## config.mk

```make
export PLATFORM = sky130hd
export DESIGN_NAME = iter_mul_check_flat
export DESIGN_NICKNAME = d
export VERILOG_FILES = /design/src/rtl/iter_mul_check_if.sv /design/src/rtl/iter_mul_check.sv /design/src/flat_wrapper.sv
export SDC_FILE = /design/constraint.sdc
export NUM_CORES = 1
export LEC_CHECK = 0
export CORE_MARGIN = 2
export CORE_UTILIZATION = 35
export CTS_CLUSTER_DIAMETER = 50
export DETAILED_ROUTE_END_ITERATION = 12
export HOLD_SLACK_MARGIN = 0.05
export PLACE_DENSITY = 0.6
export SKIP_CTS_REPAIR_TIMING = 1
export SLEW_MARGIN = 20
export SYNTH_ARGS = -nofsm -noshare
export SYNTH_HDL_FRONTEND = slang
export SYNTH_SLANG_ARGS = --single-unit
```

## constraint.sdc

```tcl
create_clock -name clk -period 3.7 [get_ports clk]
set_input_delay 0.74 -clock clk [delete_from_list [all_inputs] [get_ports clk]]
set_output_delay 0.74 -clock clk [all_outputs]
set_load 0.01 [all_outputs]
```

## src/rtl/iter_mul_check_if.sv

```systemverilog
// -----------------------------------------------------------------------------
// iter_mul_check_if
//   Handshake/data bundle for the iterative shift-add reconstruction unit.
//   The master side feeds operand sets and consumes results. The slave side is
//   the iter_mul_check datapath.
//
//   Operand channel : in_valid, in_ready, quotient, divisor, remainder
//   Result channel  : out_valid, out_ready, product, rem_ok
//
//   WIDTH must match the WIDTH of the iter_mul_check instance it connects to.
// -----------------------------------------------------------------------------
interface iter_mul_check_if #(
  parameter int WIDTH = 8
);
  logic                 in_valid;
  logic                 in_ready;
  logic [WIDTH-1:0]     quotient;
  logic [WIDTH-1:0]     divisor;
  logic [WIDTH-1:0]     remainder;
  logic                 out_valid;
  logic                 out_ready;
  logic [2*WIDTH-1:0]   product;
  logic                 rem_ok;

  modport master (
    output in_valid,
    output quotient,
    output divisor,
    output remainder,
    output out_ready,
    input  in_ready,
    input  out_valid,
    input  product,
    input  rem_ok
  );

  modport slave (
    input  in_valid,
    input  quotient,
    input  divisor,
    input  remainder,
    input  out_ready,
    output in_ready,
    output out_valid,
    output product,
    output rem_ok
  );
endinterface

```

## src/rtl/iter_mul_check.sv

```systemverilog
// -----------------------------------------------------------------------------
// iter_mul_check
//   Rebuilds a dividend as quotient*divisor + remainder, one multiplier bit per
//   cycle (inverse of the iterative restoring divider), and flags whether the
//   remainder is in range for the divisor (remainder < divisor).
//
//   Ports:
//     clk    : single rising-edge clock
//     reset  : asynchronous, active-high; returns the block to IDLE at once and
//              discards any in-flight or undelivered result
//     bus    : iter_mul_check_if.slave
//              in_valid/in_ready   operand handshake (quotient, divisor,
//                                  remainder sampled only on the accept edge)
//              out_valid/out_ready result handshake (product, rem_ok)
//
//   Flow: IDLE (accept) -> BUSY (WIDTH cycles) -> DONE (hold until taken).
//   With out_ready tied high, one operation completes every WIDTH+2 cycles.
//   WIDTH must be at least 2.
// -----------------------------------------------------------------------------
module iter_mul_check #(
  parameter int WIDTH = 8
) (
  input  logic               clk,
  input  logic               reset,
  iter_mul_check_if.slave    bus
);

  localparam int                CNT_W    = $clog2(WIDTH + 1);
  localparam logic [CNT_W-1:0]  LAST_CNT = CNT_W'(WIDTH - 1);
  localparam logic [CNT_W-1:0]  CNT_ONE  = CNT_W'(1);

  typedef enum logic [1:0] {
    S_IDLE = 2'd0,
    S_BUSY = 2'd1,
    S_DONE = 2'd2
  } state_e;

  state_e                state_q,  state_d;
  logic [2*WIDTH-1:0]    acc_q,    acc_d;
  logic [2*WIDTH-1:0]    mcand_q,  mcand_d;
  logic [WIDTH-1:0]      mplier_q, mplier_d;
  logic [CNT_W-1:0]      count_q,  count_d;
  logic                  rem_ok_q, rem_ok_d;

  // ---------------------------------------------------------------------------
  // Next-state / datapath
  // ---------------------------------------------------------------------------
  always_comb begin
    state_d  = state_q;
    acc_d    = acc_q;
    mcand_d  = mcand_q;
    mplier_d = mplier_q;
    count_d  = count_q;
    rem_ok_d = rem_ok_q;

    case (state_q)
      S_IDLE: begin
        // in_ready is 1 throughout IDLE, so in_valid alone marks an accept.
        if (bus.in_valid) begin
          acc_d    = {{WIDTH{1'b0}}, bus.remainder};
          mcand_d  = {{WIDTH{1'b0}}, bus.divisor};
          mplier_d = bus.quotient;
          count_d  = '0;
          rem_ok_d = (bus.remainder < bus.divisor);
          state_d  = S_BUSY;
        end
      end

      S_BUSY: begin
        // The 2W-bit accumulator cannot overflow: the largest result is
        // (2^W-1)^2 + (2^W-1) < 2^(2W).
        if (mplier_q[0]) begin
          acc_d = acc_q + mcand_q;
        end
        mcand_d  = mcand_q << 1;
        mplier_d = mplier_q >> 1;
        count_d  = count_q + CNT_ONE;
        if (count_q == LAST_CNT) begin
          state_d = S_DONE;
        end
      end

      S_DONE: begin
        if (bus.out_ready) begin
          state_d = S_IDLE;
        end
      end

      default: begin
        state_d = S_IDLE;
      end
    endcase
  end

  // ---------------------------------------------------------------------------
  // State registers
  // ---------------------------------------------------------------------------
  always_ff @(posedge clk or posedge reset) begin
    if (reset) begin
      state_q  <= S_IDLE;
      acc_q    <= '0;
      mcand_q  <= '0;
      mplier_q <= '0;
      count_q  <= '0;
      rem_ok_q <= 1'b0;
    end else begin
      state_q  <= state_d;
      acc_q    <= acc_d;
      mcand_q  <= mcand_d;
      mplier_q <= mplier_d;
      count_q  <= count_d;
      rem_ok_q <= rem_ok_d;
    end
  end

  // ---------------------------------------------------------------------------
  // Outputs: decoded from registers only, no input-to-output path.
  // product follows acc and is only meaningful while out_valid is high.
  // ---------------------------------------------------------------------------
  assign bus.in_ready  = (state_q == S_IDLE);
  assign bus.out_valid = (state_q == S_DONE);
  assign bus.product   = acc_q;
  assign bus.rem_ok    = rem_ok_q;

endmodule

```

## src/flat_wrapper.sv

```systemverilog
// flat-port wrapper written by rule: the top's interface ports become plain ports
module iter_mul_check_flat 
#(
  parameter int WIDTH = 8
)
  (clk, reset, bus_in_valid, bus_quotient, bus_divisor, bus_remainder, bus_out_ready, bus_in_ready, bus_out_valid, bus_product, bus_rem_ok);
  iter_mul_check_if #(.WIDTH(WIDTH)) bus_i ();
  input  logic clk;
  input  logic reset;
  input wire logic [$bits(bus_i.in_valid)-1:0] bus_in_valid;
  input wire logic [$bits(bus_i.quotient)-1:0] bus_quotient;
  input wire logic [$bits(bus_i.divisor)-1:0] bus_divisor;
  input wire logic [$bits(bus_i.remainder)-1:0] bus_remainder;
  input wire logic [$bits(bus_i.out_ready)-1:0] bus_out_ready;
  output wire logic [$bits(bus_i.in_ready)-1:0] bus_in_ready;
  output wire logic [$bits(bus_i.out_valid)-1:0] bus_out_valid;
  output wire logic [$bits(bus_i.product)-1:0] bus_product;
  output wire logic [$bits(bus_i.rem_ok)-1:0] bus_rem_ok;
  assign bus_i.in_valid = bus_in_valid;
  assign bus_i.quotient = bus_quotient;
  assign bus_i.divisor = bus_divisor;
  assign bus_i.remainder = bus_remainder;
  assign bus_i.out_ready = bus_out_ready;
  assign bus_in_ready = bus_i.in_ready;
  assign bus_out_valid = bus_i.out_valid;
  assign bus_product = bus_i.product;
  assign bus_rem_ok = bus_i.rem_ok;
  iter_mul_check #(.WIDTH(WIDTH)) u_core (.clk(clk), .reset(reset), .bus(bus_i));
endmodule
```

### After elaboration in Yosys (flattened, before gate mapping)

Cells that the tools add are included.

* order comparisons: 1
* $add $sub $neg: 2
* $mul: 0
* div/mod/pow operators: 0
* bitwise operators: 0
* eq/ne operators: 7
* mux-type cells: 13
* shifts and indexed selects: 0
* reduce and logical (&&, ||, !) cells: 6

Operators by type and width (count)
* $pmux 16 s2: 2
* $mux 16: 3
* $add 16x16->16: 1
* $pmux 8 s2: 1
* $lt 8x8->1: 1
* $mux 8: 1
* $pmux 4 s2: 1
* $mux 2: 3
* $pmux 2 s3: 1
* $reduce_and 3->1: 2
* $add 4x1->4 const B: 1
* $eq 4x3->1 const B: 1
* $mux 4: 1
* $ne 2x1->1 const B: 2
* $ne 2x2->1 const B: 2
* $reduce_and 2->1: 2
* $eq 2x1->1 const B: 1
* $eq 2x2->1 const B: 1
* $logic_not 2->1: 1
* $reduce_bool 2->1: 1

* bits in latches: 0
* logic and storage cells: 35
* register bits: 47
* RAM bits: 0
* memories kept: 0
* ROM bits: 0

### Depth between registers and ports, before layout

* word-level depth: 3
* depth in mapped cells: 9
* depth with buffers taken out: 9

### Worst setup path after synthesis

OpenSTA, ideal clock, no wires.

* path type: register to register
* start point: register u_core.acc_q[0], in the netlist u_core.bus.product[0]
* end point: register u_core.acc_q[14], in the netlist u_core.bus.product[14]
* stages on the path, launching flop included: 10
* data arrival time: 2.136 ns
* path buffers: 0
* period minus slack after synthesis: 2.266 ns
* data required time: 3.571 ns
* library setup time: 0.129 ns
* slack: 1.434 ns
* path through: dfrtp_1 ha_1 fa_1 a211oi_1 o211ai_1 nand2_1 o311ai_0 a21oi_1 xor2_1 o21ai_0

* longest elaborated chain between the ends: 3

RTL lines
* start: declaration: RTL line iter_mul_check.sv:39 `logic [2*WIDTH-1:0] acc_q, acc_d;`
* start signal: assignment: RTL line iter_mul_check.sv:101 `acc_q <= '0;`
* start signal: assignment: RTL line iter_mul_check.sv:108 `acc_q <= acc_d;`
* $add 16x16->16: RTL line iter_mul_check.sv:73 `acc_d = acc_q + mcand_q;`
* $mux 16: RTL line iter_mul_check.sv:72 `if (mplier_q[0]) begin`
* $pmux 16 s2: RTL line iter_mul_check.sv:56 `case (state_q)`

Every way passes these cells. The select of a mux whose other input is x is not followed.
A chain may end at the register's enable or synchronous reset.

### Worst setup path after layout

* start point: register u_core.mcand_q[0]
* end point: register u_core.acc_q[14], in the netlist u_core.bus.product[14]

* longest elaborated chain between the ends: 3

RTL lines
* start: declaration: RTL line iter_mul_check.sv:40 `logic [2*WIDTH-1:0] mcand_q, mcand_d;`
* start signal: assignment: RTL line iter_mul_check.sv:109 `mcand_q <= mcand_d;`
* $add 16x16->16: RTL line iter_mul_check.sv:73
* $mux 16: RTL line iter_mul_check.sv:72
* $pmux 16 s2: RTL line iter_mul_check.sv:56

Every way passes these cells. The select of a mux whose other input is x is not followed.

==> impl_results.md <==
* Synth Area in Simple Gates at 12.0%
* Synth warnings at 0
* Remaining DRCs at 0
* Adder-Cell Fraction of Synth Area at 11.0%
* Total number of vias at 2299
* Min-Delay Path Class: register to register
* Asr flop ratio synth at 100%
* DRT Pass-1 Iters at 4
* Avg Inst Size Synth at 9.26 sq um
* Top-area cell type share of the netlist area at 42.1%
* Top cells by area, synth: dfrtp_1, ha_1, o21ai_0, nand2_1, a21oi_1
* Commonest non-fill, non-tap cell in the layout: dfrtp_1
* Global-route wire length before repair at 10800 microns
* Die ar. at 0.00872 sq mm
* CTS Root Cell: clkbuf_8
* Max-cap violations at 0
* Clock transition at the registers of the reported paths at 0.10 ns
* Dpl hpwl at 4830 microns
* Commonest non-fill, non-tap cells in the layout: dfrtp_1, clkdlybuf4s50_1, nand2_1
* Post-Synth XOR/XNOR Area at 3.45%
* Clock sink count at 47
* Post-synth top flop: dfrtp_1
* CP Capture Type: register
* Crit path cell chain: ha_1 -> fa_1 -> a211oi_1 -> o211ai_1 -> nand2_1 -> o311ai_0 -> a21oi_1 -> xor2_1 -> o21ai_0
* Worst EP required at 3.87 ns
* Fillers at 745
* Final Setup Violations at 0
* Distinct cells, synth at 40
* Largest family of logic cells by synthesized area: compound AO/OA/AOI/OAI gates
* Kind of critical path: register to register
* Worst path bufs/invs at 0
* Sequential element share of the synthesized area at 42.1%
* Leak at 0.00163 uW
* H-tree depth at 2
* Synth Register Bits at 47
* Pwr Density at 818 mW/mm^2
* Io pins at 47
* Crit share post-route at 68.9%
* Routed WL at 6410 microns
* Slew Limit Fails at 0
* Critical path startpoint category: register
* Synth Area in Compound Gates at 24.3%
* Largest net degree at the start of global routing at 48
* DRT iter0 DRCs at 60
* Maximum vdd drop at 0.363 mV
* Worst slew pin tran at 0.822 ns
* Fmax at 392 MHz
* DRT antenna net count at 0
* Buffers on Ports at 46
* Starting Density at 36.2%
* Hold Vio Cnt, Final at 0
* Setup TNS at 0 ns
* Area grow syn2layout at 24.5%
* Slowest cell on the critical path: fa_1
* Share of cells above drive strength 1 at 5.76%
* Clk_lat worst skew at 0.30 ns
* Post-synthesis instance total at 302
* Post-synth EDFFs at 0
* Slew Limit Headroom at 45.2%
* Grt total ovfl at 0
* DR WL/cell at 14.3 microns
* Clk buf depth at 2
* Fin nets at 398
* Placeable Area at 0.00773 sq mm
* Crit path time final at 2.55 ns
* RSZ-0062 raised after global routing: no
* Mapped Area at 0.00280 sq mm
* Die Width at 93.4 microns
* CTS tree: built
* Worst EP arrival at 2.72 ns
* GPL Wtd Cong at 0.852
* CP delay by family, top: compound AO/OA/AOI/OAI gates
* Initial antenna violation count at 0
* Die Y at 93.4 microns
* Antenna diode count at 0
* Vias in the first global route at 2328
* Crit-path max FO at 4
* Vias per cell at 5.12
* Dominant cell type by area after synthesis: dfrtp_1
* Status: completed
* Skew final at 0.0121 ns
* Mux cell area share after synthesis at 3.98%
* CP max stage delay at 0.44 ns
* Design Power at 2850 uW
* Gr usage total at 15.5%
* CTS buffer count at 5
* Mapped Nets at 354
* Num rows at 32
==> kinds of logic (layout without fill, tap and decap cells) <==
logic type	after synthesis	count (layout)
muxes	11	11
DFF	47	47
and+or+nand+nor	81	81
xor gates and xnor gates	11	11
AOI/OAI and AO/OA	105	105
buffers and inverters	23	68
adders and majority gates	24	24
==> sequential cells by signal (all words and copies together), names as in the netlist <==
signal	count
u_core.bus.product	16
u_core.mcand_q	16
u_core.mplier_q	8
u_core.count_q	4
u_core.state_q	2
u_core.bus.rem_ok	1
==> area by class of cell <==
type	count	area, sq um	share of cell area, %
clock inverters	3	43.8	1.26
clock buffers	5	68.8	1.98
flip-flops and latches	47	1180	33.8
inverters	11	42.5	1.22
multi-input cells	232	1540	44.2
repair buffers	49	483	13.9
well taps	102	128	3.67
==> per-stage QoR <==
| stage | area, sq um | utilization (%) | worst slack [ns] | cells | hold slack (ns) |
|---|---|---|---|---|---|
| CTS | 3480 | 45.0 | 1.15 | 449 | 0.497 |
| finish | 3480 | 45.0 | 1.15 | 449 | 0.493 |
| global route | 3480 | 45.0 | 1.00 | 449 | 0.528 |
| global placement | 3370 | 43.6 | 1.17 | 441 | 0.462 |
| floorplan | 2800 | - | 1.43 | 302 | 0.449 |
| detailed placement | 3370 | 43.6 | 1.18 | 441 | 0.474 |
==> Yosys cell counts, drive strengths merged, types with 3 or more instances <==
cell type,count
o21ai,40
nor2,23
clkbuf,10
ha,23
xor2,6
nand3,4
inv,11
mux2i,10
a21o,11
a211oi,5
a22o,12
dfrtp,47
nor2b,3
xnor2,5
a21oi,23
nand2,42
==> final timing paths <==
path,start,end,slack (ns),depth (start not counted)
min in group asynchronous,reset,u_core.bus.product[14]$_DFFE_PP0P_,0.90,2
max in group asynchronous,reset,u_core.mplier_q[0]$_DFFE_PP0P_,2.31,2
worst max register to register,u_core.mcand_q[0]$_DFFE_PP0P_,u_core.bus.product[14]$_DFFE_PP0P_,1.15,9
worst min register to register,u_core.mplier_q[6]$_DFFE_PP0P_,u_core.mplier_q[6]$_DFFE_PP0P_,0.49,2
worst min-delay path,u_core.mplier_q[6]$_DFFE_PP0P_,u_core.mplier_q[6]$_DFFE_PP0P_,0.49,2
worst max-delay path,u_core.mcand_q[0]$_DFFE_PP0P_,u_core.bus.product[14]$_DFFE_PP0P_,1.15,9
==> tightest hold or removal path: cells and delay by family, from the launching register on <==
family / cells / cell delay (ns)
flops: 1 / 0.35
compound gates: 1 / 0.06
simple gates: 1 / 0.04
==> routing by layer <==
layer / vias to the layer above / share of wire, % / track usage, %
met3: 12 / 4.2 / 3.30
met1: 1066 / 47 / 20.2
met2: 51 / 47 / 26.1
met4: 0 / 1.7 / 4.04
li1: 1170 / - / -
met5: - / 0 / 0
==> where the power goes <==
group | switching [uW] | internal (uW)
combinational | 823 | 713
sequential | 195 | 734
clock | 179 | 202
total | 1200 | 1650
Note: power is estimated with default switching activity, not from simulation.
